$ cat src/rtl/mips32_pkg.sv
// Shared definitions for the mips32 program-load front end.
package mips32_pkg;

  localparam int         IMEM_DEPTH = 1024;
  localparam logic [5:0] OP_HALT    = 6'b111111;

  typedef enum logic [2:0] {
    ST_IDLE,
    ST_LOAD,
    ST_FLUSH,
    ST_RUN,
    ST_HALTED
  } loader_state_t;

endpackage

$ cat src/rtl/imem_loader_byte_packer.sv
// Big-endian byte-to-word packer: 2-bit byte index plus 32-bit assembly register.
module byte_packer (
  input  logic        clk,
  input  logic        rst,
  input  logic        i_clear,
  input  logic        i_accept,
  input  logic [7:0]  i_byte,
  input  logic        i_flush,
  output logic        o_emit,
  output logic        o_flushing,
  output logic        o_word_valid,
  output logic [31:0] o_word
);

  logic [1:0]  r_idx;
  logic [31:0] r_word;
  logic [31:0] r_out;
  logic        r_valid;
  logic [31:0] w_word_next;
  logic        w_last;
  logic        w_partial;

  // The byte accepted this cycle is merged before a flush so it lands in the emitted word.
  always_comb begin
    w_word_next = r_word;
    if (i_accept) begin
      case (r_idx)
        2'd0:    w_word_next[31:24] = i_byte;
        2'd1:    w_word_next[23:16] = i_byte;
        2'd2:    w_word_next[15:8]  = i_byte;
        default: w_word_next[7:0]   = i_byte;
      endcase
    end
  end

  assign w_last     = i_accept && (r_idx == 2'd3);
  assign w_partial  = i_accept ? (r_idx != 2'd3) : (r_idx != 2'd0);
  assign o_flushing = i_flush && w_partial;
  assign o_emit     = w_last || o_flushing;

  always_ff @(posedge clk) begin
    if (rst) begin
      r_idx   <= '0;
      r_word  <= '0;
      r_out   <= '0;
      r_valid <= 1'b0;
    end else if (i_clear) begin
      r_idx   <= '0;
      r_word  <= '0;
      r_valid <= 1'b0;
    end else begin
      r_valid <= o_emit;
      if (o_emit) begin
        r_out  <= w_word_next;
        r_word <= '0;
        r_idx  <= '0;
      end else if (i_accept) begin
        r_word <= w_word_next;
        r_idx  <= r_idx + 1'b1;
      end
    end
  end

  assign o_word_valid = r_valid;
  assign o_word       = r_out;

endmodule

$ cat src/rtl/imem_loader.sv
// Program loader: byte stream to sequential imem writes, then run/halt control of the core.
module imem_loader
  import mips32_pkg::*;
#(
  parameter int DEPTH = IMEM_DEPTH,
  parameter int AW    = $clog2(DEPTH)
) (
  input  logic          clk,
  input  logic          rst,
  input  logic          load_start,
  input  logic          load_done,
  input  logic [7:0]    byte_in,
  input  logic          byte_valid,
  output logic          byte_ready,
  input  logic          hlt,
  output logic          imem_we,
  output logic [AW-1:0] imem_addr,
  output logic [31:0]   imem_wdata,
  output logic          core_run,
  output logic [AW:0]   word_count,
  output logic          overflow
);

  localparam logic [AW:0] L_DEPTH = (AW+1)'(DEPTH);

  loader_state_t r_state;
  loader_state_t w_state_next;
  logic [AW:0]   r_count;
  logic [AW-1:0] r_addr;
  logic          r_overflow;
  logic          w_full;
  logic          w_accept;
  logic          w_flush_req;
  logic          w_load_enter;
  logic          w_emit;
  logic          w_flushing;

  assign w_full       = (r_count == L_DEPTH);
  assign byte_ready   = (r_state == ST_LOAD) && !w_full;
  assign w_accept     = byte_valid && byte_ready;
  assign w_flush_req  = (r_state == ST_LOAD) && load_done && !w_full;
  assign w_load_enter = load_start &&
                        ((r_state == ST_IDLE) || (r_state == ST_RUN) || (r_state == ST_HALTED));

  // Flush word is registered on the load_done edge, so imem_we is high during FLUSH.
  byte_packer u_packer (
    .clk          (clk),
    .rst          (rst),
    .i_clear      (w_load_enter),
    .i_accept     (w_accept),
    .i_byte       (byte_in),
    .i_flush      (w_flush_req),
    .o_emit       (w_emit),
    .o_flushing   (w_flushing),
    .o_word_valid (imem_we),
    .o_word       (imem_wdata)
  );

  always_comb begin
    w_state_next = r_state;
    case (r_state)
      ST_IDLE:   if (load_start) w_state_next = ST_LOAD;
      ST_LOAD:   if (load_done)  w_state_next = w_flushing ? ST_FLUSH : ST_RUN;
      ST_FLUSH:  w_state_next = ST_RUN;
      ST_RUN: begin
        if (load_start)  w_state_next = ST_LOAD;
        else if (hlt)    w_state_next = ST_HALTED;
      end
      ST_HALTED: if (load_start) w_state_next = ST_LOAD;
      default:   w_state_next = ST_IDLE;
    endcase
  end

  always_ff @(posedge clk) begin
    if (rst) begin
      r_state    <= ST_IDLE;
      r_count    <= '0;
      r_addr     <= '0;
      r_overflow <= 1'b0;
    end else begin
      r_state <= w_state_next;
      if (w_load_enter) begin
        r_count    <= '0;
        r_overflow <= 1'b0;
      end else begin
        if (w_emit) begin
          r_addr  <= r_count[AW-1:0];
          r_count <= r_count + 1'b1;
        end
        if ((r_state == ST_LOAD) && w_full && byte_valid) r_overflow <= 1'b1;
      end
    end
  end

  assign imem_addr  = r_addr;
  assign core_run   = (r_state == ST_RUN);
  assign word_count = r_count;
  assign overflow   = r_overflow;

endmodule
$ cat config.mk
export PLATFORM = sky130hd
export DESIGN_NAME = imem_loader
export DESIGN_NICKNAME = d
export VERILOG_FILES = /design/src/rtl/mips32_pkg.sv /design/src/rtl/imem_loader_byte_packer.sv /design/src/rtl/imem_loader.sv
export SDC_FILE = /design/constraint.sdc
export NUM_CORES = 1
export LEC_CHECK = 0
export BUFFER_PORTS_ARGS = -buffer_cell sky130_fd_sc_hd__clkbuf_2
export CAP_MARGIN = 20
export CELL_PAD_IN_SITES_DETAIL_PLACEMENT = 1
export CELL_PAD_IN_SITES_GLOBAL_PLACEMENT = 2
export CORE_MARGIN = 5
export CORE_UTILIZATION = 36
export CTS_CLUSTER_DIAMETER = 30
export CTS_CLUSTER_SIZE = 10
export DETAILED_ROUTE_END_ITERATION = 12
export GPL_TIMING_DRIVEN = 0
export HOLD_SLACK_MARGIN = 0.08
export PLACE_DENSITY_LB_ADDON = 0.1
export SLEW_MARGIN = 15
export SYNTH_ARGS = -nofsm -noshare
export SYNTH_HDL_FRONTEND = slang
export SYNTH_SLANG_ARGS = --single-unit
$ cat constraint.sdc
create_clock -name clk -period 5.7 [get_ports clk]
set_clock_uncertainty 0.2 [all_clocks]
set_input_delay 0.855 -clock clk [delete_from_list [all_inputs] [get_ports clk]]
set_output_delay 0.855 -clock clk [all_outputs]
set_load 0.03 [all_outputs]
**Yosys cells after proc, flatten, opt, wreduce, memory -nomap -nowiden**

Index checks and enable logic that the tools add are counted.

- Flip-flop bits (word level): 92
- Latch bits: 0
- Memory bits (writable): 0
- Memory bits (read-only): 0
- Input port bits: 14
- Output and inout port bits: 57
- Logic and storage cells: 57
- Memories kept: 0

- Add/sub/neg operators: 2
- $mul: 0
- Divide/modulo/power cells: 0
- $lt $le $gt $ge: 0
- Equal/unequal tests: 12
- Shifts and indexed selects: 0
- Mux-type cells: 12
- Bitwise operators: 1
- Reductions and logical operators: 22

Operator list:

| operator | count |
|---|---|
| 32-bit 2-to-1 mux | 1 |
| 8-bit 2-to-1 mux | 4 |
| 3-bit 2-to-1 mux | 4 |
| 3-bit one-hot mux with 4 select lines | 1 |
| 11-bit by 1-bit adder with 11-bit output (second input constant) | 1 |
| 11-bit == test (second input constant) | 1 |
| 1-bit logical AND | 9 |
| 3-bit by 2-bit == test with 1-bit output (second input constant) | 2 |
| 3-bit OR reduction | 2 |
| 2-bit == test (second input constant) | 2 |
| 2-bit != test (second input constant) | 2 |
| 2-bit OR reduction | 2 |
| 3-bit by 1-bit == test with 1-bit output (second input constant) | 1 |
| 3-bit == test (second input constant) | 1 |
| 3-bit logical NOT | 1 |
| 1-bit logical OR | 3 |
| 3-bit != test (second input constant) | 1 |
| 3-bit AND reduction | 1 |
| 2-bit by 1-bit adder with 2-bit output (second input constant) | 1 |
| 2-bit by 1-bit == test with 1-bit output (second input constant) | 1 |
| 2-bit logical NOT | 1 |
| 1-bit 2-to-1 mux | 2 |
| 2-bit by 1-bit != test with 1-bit output (second input constant) | 1 |
| 2-bit AND reduction | 1 |
| 3 further kinds | 3 |

**Depth between registers and ports, before layout**

Gate-level depths: netlist (run 1).

- Depth after elaboration: 9
- Gate-level depth with buffers: 8
- Depth with buffers taken out: 7

**Hierarchy**

A second synthesis (run 1) with hierarchy kept.

- Cell total of the unflattened synthesis: 452
- Area total of the unflattened synthesis: 4,464.3 um2

Modules (own cells, without submodules):

| module | instances | cells an instance | area each (um2) | seq. area each (um2) |
|---|---|---|---|---|
| byte_packer | 1 | 308 | 3,170.5 | 1,341.3 |
| imem_loader | 1 | 144 | 1,293.7 | 500.5 |

**Worst setup path after synthesis (run 1)**

No wires, ideal clock.

- Kind: flip-flop to output port
- From: register r_count[0], in the netlist word_count[0]
- To: output port byte_ready
- Arrival: 1.895 ns
- Path slack: 2.750 ns
- Stages on the path, launching flop included: 7
- Buffers on the path: 1
- Cell sequence: dfxtp_1 inv_1 ha_1 or4b_1 o31ai_4 inv_2 buf_2

- Word-level cells in the longest chain between the ends: 3

Ends and longest elaborated chain:

| what | line | source |
|---|---|---|
| start, declared | imem_loader.sv:28 | `logic [AW:0] r_count;` |
| start signal, assigned | imem_loader.sv:88 | `r_count <= r_count + 1'b1;` |
| 11-bit == test | imem_loader.sv:38 | `assign w_full = (r_count == L_DEPTH);` |
| 1-bit logical NOT | imem_loader.sv:39 | `assign byte_ready = (r_state == ST_LOAD) && !w_full;` |
| 1-bit logical AND | imem_loader.sv:39 |  |
| end, declared | imem_loader.sv:14 | `output logic byte_ready,` |

Every way passes these cells.

**Worst setup path after layout (run 1)**

Ends and elaborated chain as after synthesis.

==> reports/results.ini, run 1 <==
[floorplanning]
core_um2=10300
die_w_um=113
die-height_um=113
start_util=0.369
dieArea_um2=12700
io_pins=71
std_cell_rows=37

[layout]
nets=522
area_growth_pct=19.1
final_layout_size_suffix_gt1_frac=0.221
layout_common_cells=92 x dfxtp_1, 69 x clkbuf_2, 65 x a21oi_1, 38 x o21ai_0, 37 x nand3_1
fillers=1255
layout_commonest_cell=dfxtp_1
antenna_cells=0

[hold_path]
hold_start=u_packer.r_word[2]
hold_class=reg -> reg

[global_routing]
grt_pass1_wl_um=19400
gr-usage-met1=0.277
grt-busiest-layer=met2
grt_overflow_total=0
grt_max_degree=16
grt_util_met2=0.289
grt_util_all_layers=0.191
met3_usage=0.0299
antenna_found_initial=0
grt_pass1_vias=3600

[critical_path]
crit_family=buffers and inverters
criticalPathCategory=reg -> out
crit_fanout=10
r2r-start=word_count[0]
required_ps=4640
cp_num_buf_inv=4
end_kind=output pin
startpoint_type=register
crit_path_start=word_count[0]
slowest_stage=or4b_1
slowest_delay_ps=500
crit_chain=inv_1 -> ha_1 -> or4b_1 -> o31ai_4 -> inv_2 -> buf_2 -> clkbuf_2
arrival_ps=2620

[power_and_ir_drop]
leakage_nw=1.62
p_total_w=0.00133
vdd_drop_max_mv=0.148
powerDensity_nw_per_um2=294

[clock_network]
clock_latency_ps=360
cts-buffers-inserted=9
path_clk_slew_ps=90
root_buffer=clkbuf_8
post_cts_resized=0
hold_buffers=0
cts_max_level=3
clockBufferDepth=2
clock_sinks=92
cts_setup_buffers=0
cts_tree=done

[routing]
ant_nets=0
drtIter0Drc=179
vias=3531
first_pass_iters=4
routed_wl_um=12000
wl_per_cell_um=18.6
drc=0
viasPerCell=5.49

[placed_design]
io_buffers=69
place_congestion=0.776
dp_hpwl_um=8720

[timing]
setup_viol=0
timing_hold_violations_final=0
fin_crit_sh=0.645
tightest_slew_ps=1010
slew_headroom=0.323
slew_viol_final=0
rsz0062_at_grt=false
finalCriticalPeriod_ps=3680
max_freq_mhz=272
fin_setup_tns_ps=0

[run_status]
status=finished, final reports clean

[synthesis]
synth_top_flop_cell=dfxtp_1
syn-num-nets=442
async_flop_share=0
synthCells=422
yosysTopAreaCellShare=0.484
synth_top_area_cell=dfxtp_1
yosysSeqAreaShare=0.484
ys_ff_latch=92
synth_cell_type_count=54
synth_area_um2=3800
avgSynthCellArea_um2=9.02
synth_edf_count=0
ys_warn_count=0
synth_area_leaders=dfxtp_1 48%, a21oi_1 8.5%, a311oi_1 5.3%

[flow_run]
max-cap-violations=0

cell families after synthesis:
family / count (synthesis) / share of synthesized area
muxes: 3 / 0.00822
xor gates and xnor gates: 5 / 0.0115
DFF: 92 / 0.484
buffers and inverters: 55 / 0.0595
adders and majority gates: 6 / 0.0197
AOI/OAI and AO/OA: 164 / 0.279
and+or+nand+nor: 97 / 0.138
Yosys cell counts, types with 8 or more instances:
cell type,number
dfxtp_1,92
inv_1,20
nand3_1,37
o21ai_0,38
a31oi_1,8
nand2_1,10
clkbuf_1,13
nor2_1,19
a21oi_1,65
a311oi_1,23
buf_2,16
metrics by stage:
stage | hold WS (ps) | area (um2) | setup slack (ps) | utilization | std cells
after global routing | 261 | 4530 | 1850 | 0.439 | 643
after CTS | 243 | 4530 | 2010 | 0.439 | 643
after floorplan | 215 | 3800 | 2750 | - | 422
final | 240 | 4530 | 2020 | 0.439 | 643
after detailed placement | 229 | 4320 | 2420 | 0.418 | 627
after global placement | 223 | 4320 | 2390 | 0.418 | 627
worst register-to-register path: stages (launching register included):
cell and delay, ps:
dfxtp_1 380, inv_1 110, ha_1 200, or4b_1 500, o31ai_4 470, o211ai_2 330, buf_2 310, a21oi_1 150
path summary, 6_finish.rpt:
path	end	slack, ps	cells past startpoint
hold reg to reg	u_packer.r_word[2]	240	2
setup / recovery	byte_ready	2020	7
setup reg to reg	u_packer.r_word[23]	2990	7
hold / removal	u_packer.r_word[2]	240	2
report_power, final:
group	switching (W)	leakage, nW	total, W	internal (W)
Sequential	0.0000105	0.744	0.000671	0.000660
Combinational	0.000138	0.769	0.000190	0.0000522
Clock	0.000242	0.103	0.000472	0.000230
Total	0.000390	1.62	0.00133	0.000942
flip-flops by register name, summed over array words and instances, names as in the netlist:
name / count
u_packer.r_idx: 2
r_state: 3
overflow: 1
imem_addr: 10
word_count: 11
u_packer.r_word: 32
u_packer.o_word_valid: 1
u_packer.o_word: 32
area by class of cell:
type | instances | area (um2) | area share
flip-flops and latches | 92 | 1840 | 0.407
multi-input cells | 275 | 1740 | 0.383
clock inverters | 4 | 55.1 | 0.0122
repair buffers | 69 | 345 | 0.0762
well taps | 136 | 170 | 0.0376
inverters | 21 | 78.8 | 0.0174
plain buffers | 34 | 148 | 0.0326
clock buffers | 12 | 155 | 0.0342
routing by layer:
layer  share of wire  vias up
met3           0.037       13
met1            0.50     1733
met2            0.45       63
met5               0        -
li1                -     1722
met4           0.013        0
Note: power is estimated with default switching activity, not from simulation.
==> inputs of run 2 (changes only) <==
--- a/config.mk
+++ b/config.mk
@@ -5,12 +5,13 @@
 export SDC_FILE = /design/constraint.sdc
 export NUM_CORES = 1
 export LEC_CHECK = 0
+export ABC_AREA = 1
 export BUFFER_PORTS_ARGS = -buffer_cell sky130_fd_sc_hd__clkbuf_2
 export CAP_MARGIN = 20
 export CELL_PAD_IN_SITES_DETAIL_PLACEMENT = 1
 export CELL_PAD_IN_SITES_GLOBAL_PLACEMENT = 2
 export CORE_MARGIN = 5
-export CORE_UTILIZATION = 36
+export CORE_UTILIZATION = 31
 export CTS_CLUSTER_DIAMETER = 30
 export CTS_CLUSTER_SIZE = 10
 export DETAILED_ROUTE_END_ITERATION = 12
==> constraint.sdc (replaced) <==
create_clock -name clk -period 3.5 [get_ports clk]
set_clock_uncertainty 0.2 [all_clocks]
set_input_delay 0.525 -clock clk [delete_from_list [all_inputs] [get_ports clk]]
set_output_delay 0.525 -clock clk [all_outputs]
set_load 0.03 [all_outputs]
==> reports/results.ini, run 2 <==
[power_and_ir_drop]
powerDensity_nw_per_um2=552
vdd_drop_max_mv=0.202
leakage_nw=1.98

[clock_network]
root_buffer=clkbuf_16
clock_sinks=92
cts_max_level=3
clock_latency_ps=340
cts-buffers-inserted=9
hold_buffers=0
cts_setup_buffers=0
clockBufferDepth=2
post_cts_resized=0
cts_tree=done
path_clk_slew_ps=70

[critical_path]
crit_fanout=10
criticalPathCategory=reg -> reg
end_kind=register
arrival_ps=2630
required_ps=3490
startpoint_type=register

[layout]
final_util=0.390
fillers=1520
antenna_cells=0
nets=600
layout_common_cells=92 x nand2_1, 92 x dfxtp_1, 70 x clkbuf_2, 61 x a21oi_1, 57 x inv_1
area_growth_pct=22.9
final_layout_size_suffix_gt1_frac=0.215

[routing]
vias=3431
routed_wl_um=11200
first_pass_iters=4
wl_per_cell_um=14.9
viasPerCell=4.56
drtIter0Drc=195
ant_nets=0
drc=0

[synthesis]
avgSynthCellArea_um2=7.66
synth_top_flop_cell=dfxtp_1
synth_top_area_cell=dfxtp_1
yosysTopAreaCellShare=0.482
synth_edf_count=0
async_flop_share=0
ys_warn_count=0
ys_ff_latch=92
synth_cell_type_count=30
yosys-top-cells-count=92 x dfxtp_1, 92 x nand2_1, 61 x a21oi_1
synth_area_um2=3820
synth_area_leaders=dfxtp_1 48%, nand2_1 9.0%, a21oi_1 8.0%
yosysSeqAreaShare=0.482
synthCells=499
syn-num-nets=519

[floorplanning]
die-height_um=121
start_util=0.317
dieArea_um2=14700
die_w_um=121
io_pins=71
std_cell_rows=40
core_um2=12100

[placed_design]
io_buffers=70
place_congestion=0.767
dp_hpwl_um=8440

[timing]
fin_setup_tns_ps=0
tightest_slew_ps=608
timing_hold_violations_final=0
fin_crit_sh=0.753
slew_headroom=0.595
max_freq_mhz=379
setup_viol=0
finalCriticalPeriod_ps=2640
slew_viol_final=0
rsz0062_at_grt=false

[global_routing]
grt_util_all_layers=0.161
grt_util_met2=0.241
grt_pass1_wl_um=18500
gr-usage-met1=0.232
grt_pass1_vias=3530
grt-busiest-layer=met2
met3_usage=0.0289
antenna_found_initial=0
grt_max_degree=18
grt_overflow_total=0

[hold_path]
hold_class=in -> reg

[flow_run]
max-cap-violations=0

[run_status]
status=finished, final reports clean

==> run 2: changes by cell type in the layout (fill, tap and decap cells not counted), sizes merged, moves of 10 or more <==
cell | previous run | this run
a311oi | 24 | 0
nand2 | 10 | 95
o21ai | 41 | 55
o21a | 2 | 18
nand3 | 37 | 10
nor2 | 20 | 49
inv | 22 | 68
clkbuf | 94 | 84
==> run 2: routing by layer <==
metal	wire length, um	part of all wire
met3	345	0.031
met5	0	0
met1	5810	0.52
met2	4890	0.44
met4	181	0.016
==> run 2: worst max-delay path, cell delays in order (launching register included) <==
cell	delay, ps
dfxtp_1	440
inv_1	140
ha_1	260
nand2_1	80
nor2_1	40
nand3_1	140
nand3_2	270
nand2_4	250
buf_1	500
a21oi_1	150
==> run 2: logic make-up after synthesis <==
logic type | count (synthesis) | share of synthesized area
compound gates | 139 | 0.199
xor+xnor | 6 | 0.0137
fa+ha+maj | 6 | 0.0196
buf+inv | 88 | 0.100
flops | 92 | 0.482
simple gates | 168 | 0.185
==> run 2: stage by stage <==
stage	power, W	instances	hold slack, ps	setup slack (ps)	cell area [um2]
after detailed placement	0.00159	737	259	855	4380
after global routing	0.00273	753	252	589	4700
after global placement	0.00158	737	249	874	4380
final	0.00259	753	256	865	4700
after CTS	0.00264	753	250	852	4700
after floorplan	0.00145	499	272	1280	3820
==> run 2: layout make-up <==
| cell class | count | area (um2) | share of cell area |
|---|---|---|---|
| sequential | 92 | 1840 | 0.392 |
| multi-input combinational | 319 | 1600 | 0.340 |
| timing repair buffer | 70 | 350 | 0.0745 |
| inverter | 64 | 243 | 0.0516 |
| clock buffer | 10 | 239 | 0.0508 |
| tap | 168 | 210 | 0.0447 |
| buffer | 24 | 141 | 0.0301 |
| clock inverter | 6 | 77.6 | 0.0165 |
==> run 2: worst paths after layout <==
check / cells after the start / end / slack, ps / startpoint
max: 9 / u_packer.o_word[0] / 860 / word_count[0]
min: 3 / u_packer.r_word[21] / 260 / byte_in[5]
max reg2reg: 9 / u_packer.o_word[0] / 860 / word_count[0]
min reg2reg: 2 / u_packer.o_word[24] / 270 / u_packer.o_word[24]
==> run 2: power breakdown <==
group          internal (W)  switching (W)  leakage, nW
clock network      0.000589       0.000448        0.154
registers           0.00110      0.0000273        0.742
logic              0.000135       0.000298         1.08
total               0.00182       0.000773         1.98
==> inputs of run 3 (changes only) <==
==> constraint.sdc (replaced) <==
create_clock -name clk -period 2.5 [get_ports clk]
set_clock_uncertainty 0.2 [all_clocks]
set_input_delay 0.375 -clock clk [delete_from_list [all_inputs] [get_ports clk]]
set_output_delay 0.375 -clock clk [all_outputs]
set_load 0.03 [all_outputs]
==> reports/results.ini, run 3 (synthesis results as in run 2) <==
[run_status]
status=finished, final reports clean

[layout]
fillers=1516
layout_common_cells=92 x nand2_1, 91 x dfxtp_1, 70 x clkbuf_2, 61 x a21oi_1, 57 x inv_1
area_growth_pct=23.4
nets=600
final_layout_size_suffix_gt1_frac=0.222
antenna_cells=0
layout_commonest_cell=nand2_1

[critical_path]
arrival_ps=1700
r2r-start=word_count[0]
ff2ff_path_depth=11
required_ps=1920
startpoint_type=register
crit_chain=inv_1 -> ha_1 -> nand2_1 -> nor2_1 -> nand3_2 -> nand2_1 -> inv_1 -> clkbuf_2
end_kind=output pin
crit_fanout=6
rr_endpoint=u_packer.r_idx[0]
slowest_delay_ps=350
slowest_stage=dfxtp_2
ff2ff_setup_slack_ps=240
crit_path_start=word_count[0]
criticalPathCategory=reg -> out

[timing]
rsz0062_at_grt=false
timing_hold_violations_final=0
holdWs_ps=106
max_freq_mhz=440
tightest_slew_ps=454
slew_viol_final=0
fin_setup_tns_ps=0
fin_crit_sh=0.908
finalCriticalPeriod_ps=2270
slew_headroom=0.697
setup_viol=0

[clock_network]
cts_tree=done
path_clk_slew_ps=70
cts-buffers-inserted=9
clockBufferDepth=2
clock_latency_ps=340
root_buffer=clkbuf_16
clock_sinks=92
cts_max_level=3
hold_buffers=0

[floorplanning]
die_w_um=121
std_cell_rows=40
start_util=0.317
core_um2=12100
io_pins=71
die-height_um=121
dieArea_um2=14700

[hold_path]
whs_path_depth=3
hold_class=in -> reg
hold_end=u_packer.r_word[21]
hold_start=byte_in[5]

[power_and_ir_drop]
leakage_nw=1.99
vdd_drop_max_mv=0.283
powerDensity_nw_per_um2=770

[routing]
vias=3440
drc=0
routed_wl_um=11200
drtIter0Drc=188
ant_nets=0
wl_per_cell_um=14.9
viasPerCell=4.57
first_pass_iters=4

[global_routing]
antenna_found_initial=0
grt_pass1_wl_um=18500
grt_max_degree=18
grt_util_all_layers=0.161
grt_pass1_vias=3534
grt_overflow_total=0

[placed_design]
io_buffers=70
dp_hpwl_um=8440
place_congestion=0.767

[flow_run]
max-cap-violations=0

[run 3: cell count changes in the layout (fill, tap and decap cells not counted), sizes merged]
cell,previous run,this run
buf,20,19
clkbuf,84,85
[run 3: timing repair]
action                                  CTS  global route
endpoints found under the setup margin   16            84
resized for setup                         3             3
cloned                                    0             0
setup buffers                             0             0
[run 3: worst max-delay path by stage]
stage	end	cells past startpoint
2_1_floorplan	r_state[2]	9
3_3_place_gp	imem_addr[7]	9
3_5_place_dp	u_packer.o_word[0]	9
4_1_cts	byte_ready	8
5_1_grt	u_packer.o_word[28]	10
6_report	byte_ready	8
[run 3: power by group]
part / total [W] / internal (W) / switching (W)
Combinational: 0.000609 / 0.000190 / 0.000419
Clock: 0.00145 / 0.000824 / 0.000627
Sequential: 0.00157 / 0.00153 / 0.0000383
[run 3: critical path: cells and delay by family (launching register included)]
kind          cells  cell delay (ps)
buf+inv           3              350
fa+ha+maj         1              230
simple gates      4              430
flops             1              350
[run 3: metrics by stage]
step,area [um2],util,setup slack (ps),power [W],instances
detailed placement,4380,0.363,-145,0.00222,737
CTS,4710,0.391,70.8,0.00369,753
floorplan,3820,-,279,0.00204,499
global placement,4380,0.363,-126,0.00221,737
global route,4720,0.391,14.1,0.00383,753
finish,4720,0.391,229,0.00363,753
[run 3: metal layers]
| layer | track usage | wire length (um) |
|---|---|---|
| met1 | 0.232 | 5810 |
| met5 | 0 | 0 |
| met2 | 0.241 | 4890 |
| met3 | 0.0289 | 360 |
| met4 | 0.0552 | 175 |
[run 3: area by class of cell]
class	count	area, um2	area share
inverters	64	243	0.0514
flip-flops and latches	92	1840	0.391
plain buffers	24	146	0.0310
clock buffers	10	239	0.0506
repair buffers	70	350	0.0742
multi-input cells	319	1610	0.341
well taps	168	210	0.0445
clock inverters	6	77.6	0.0164
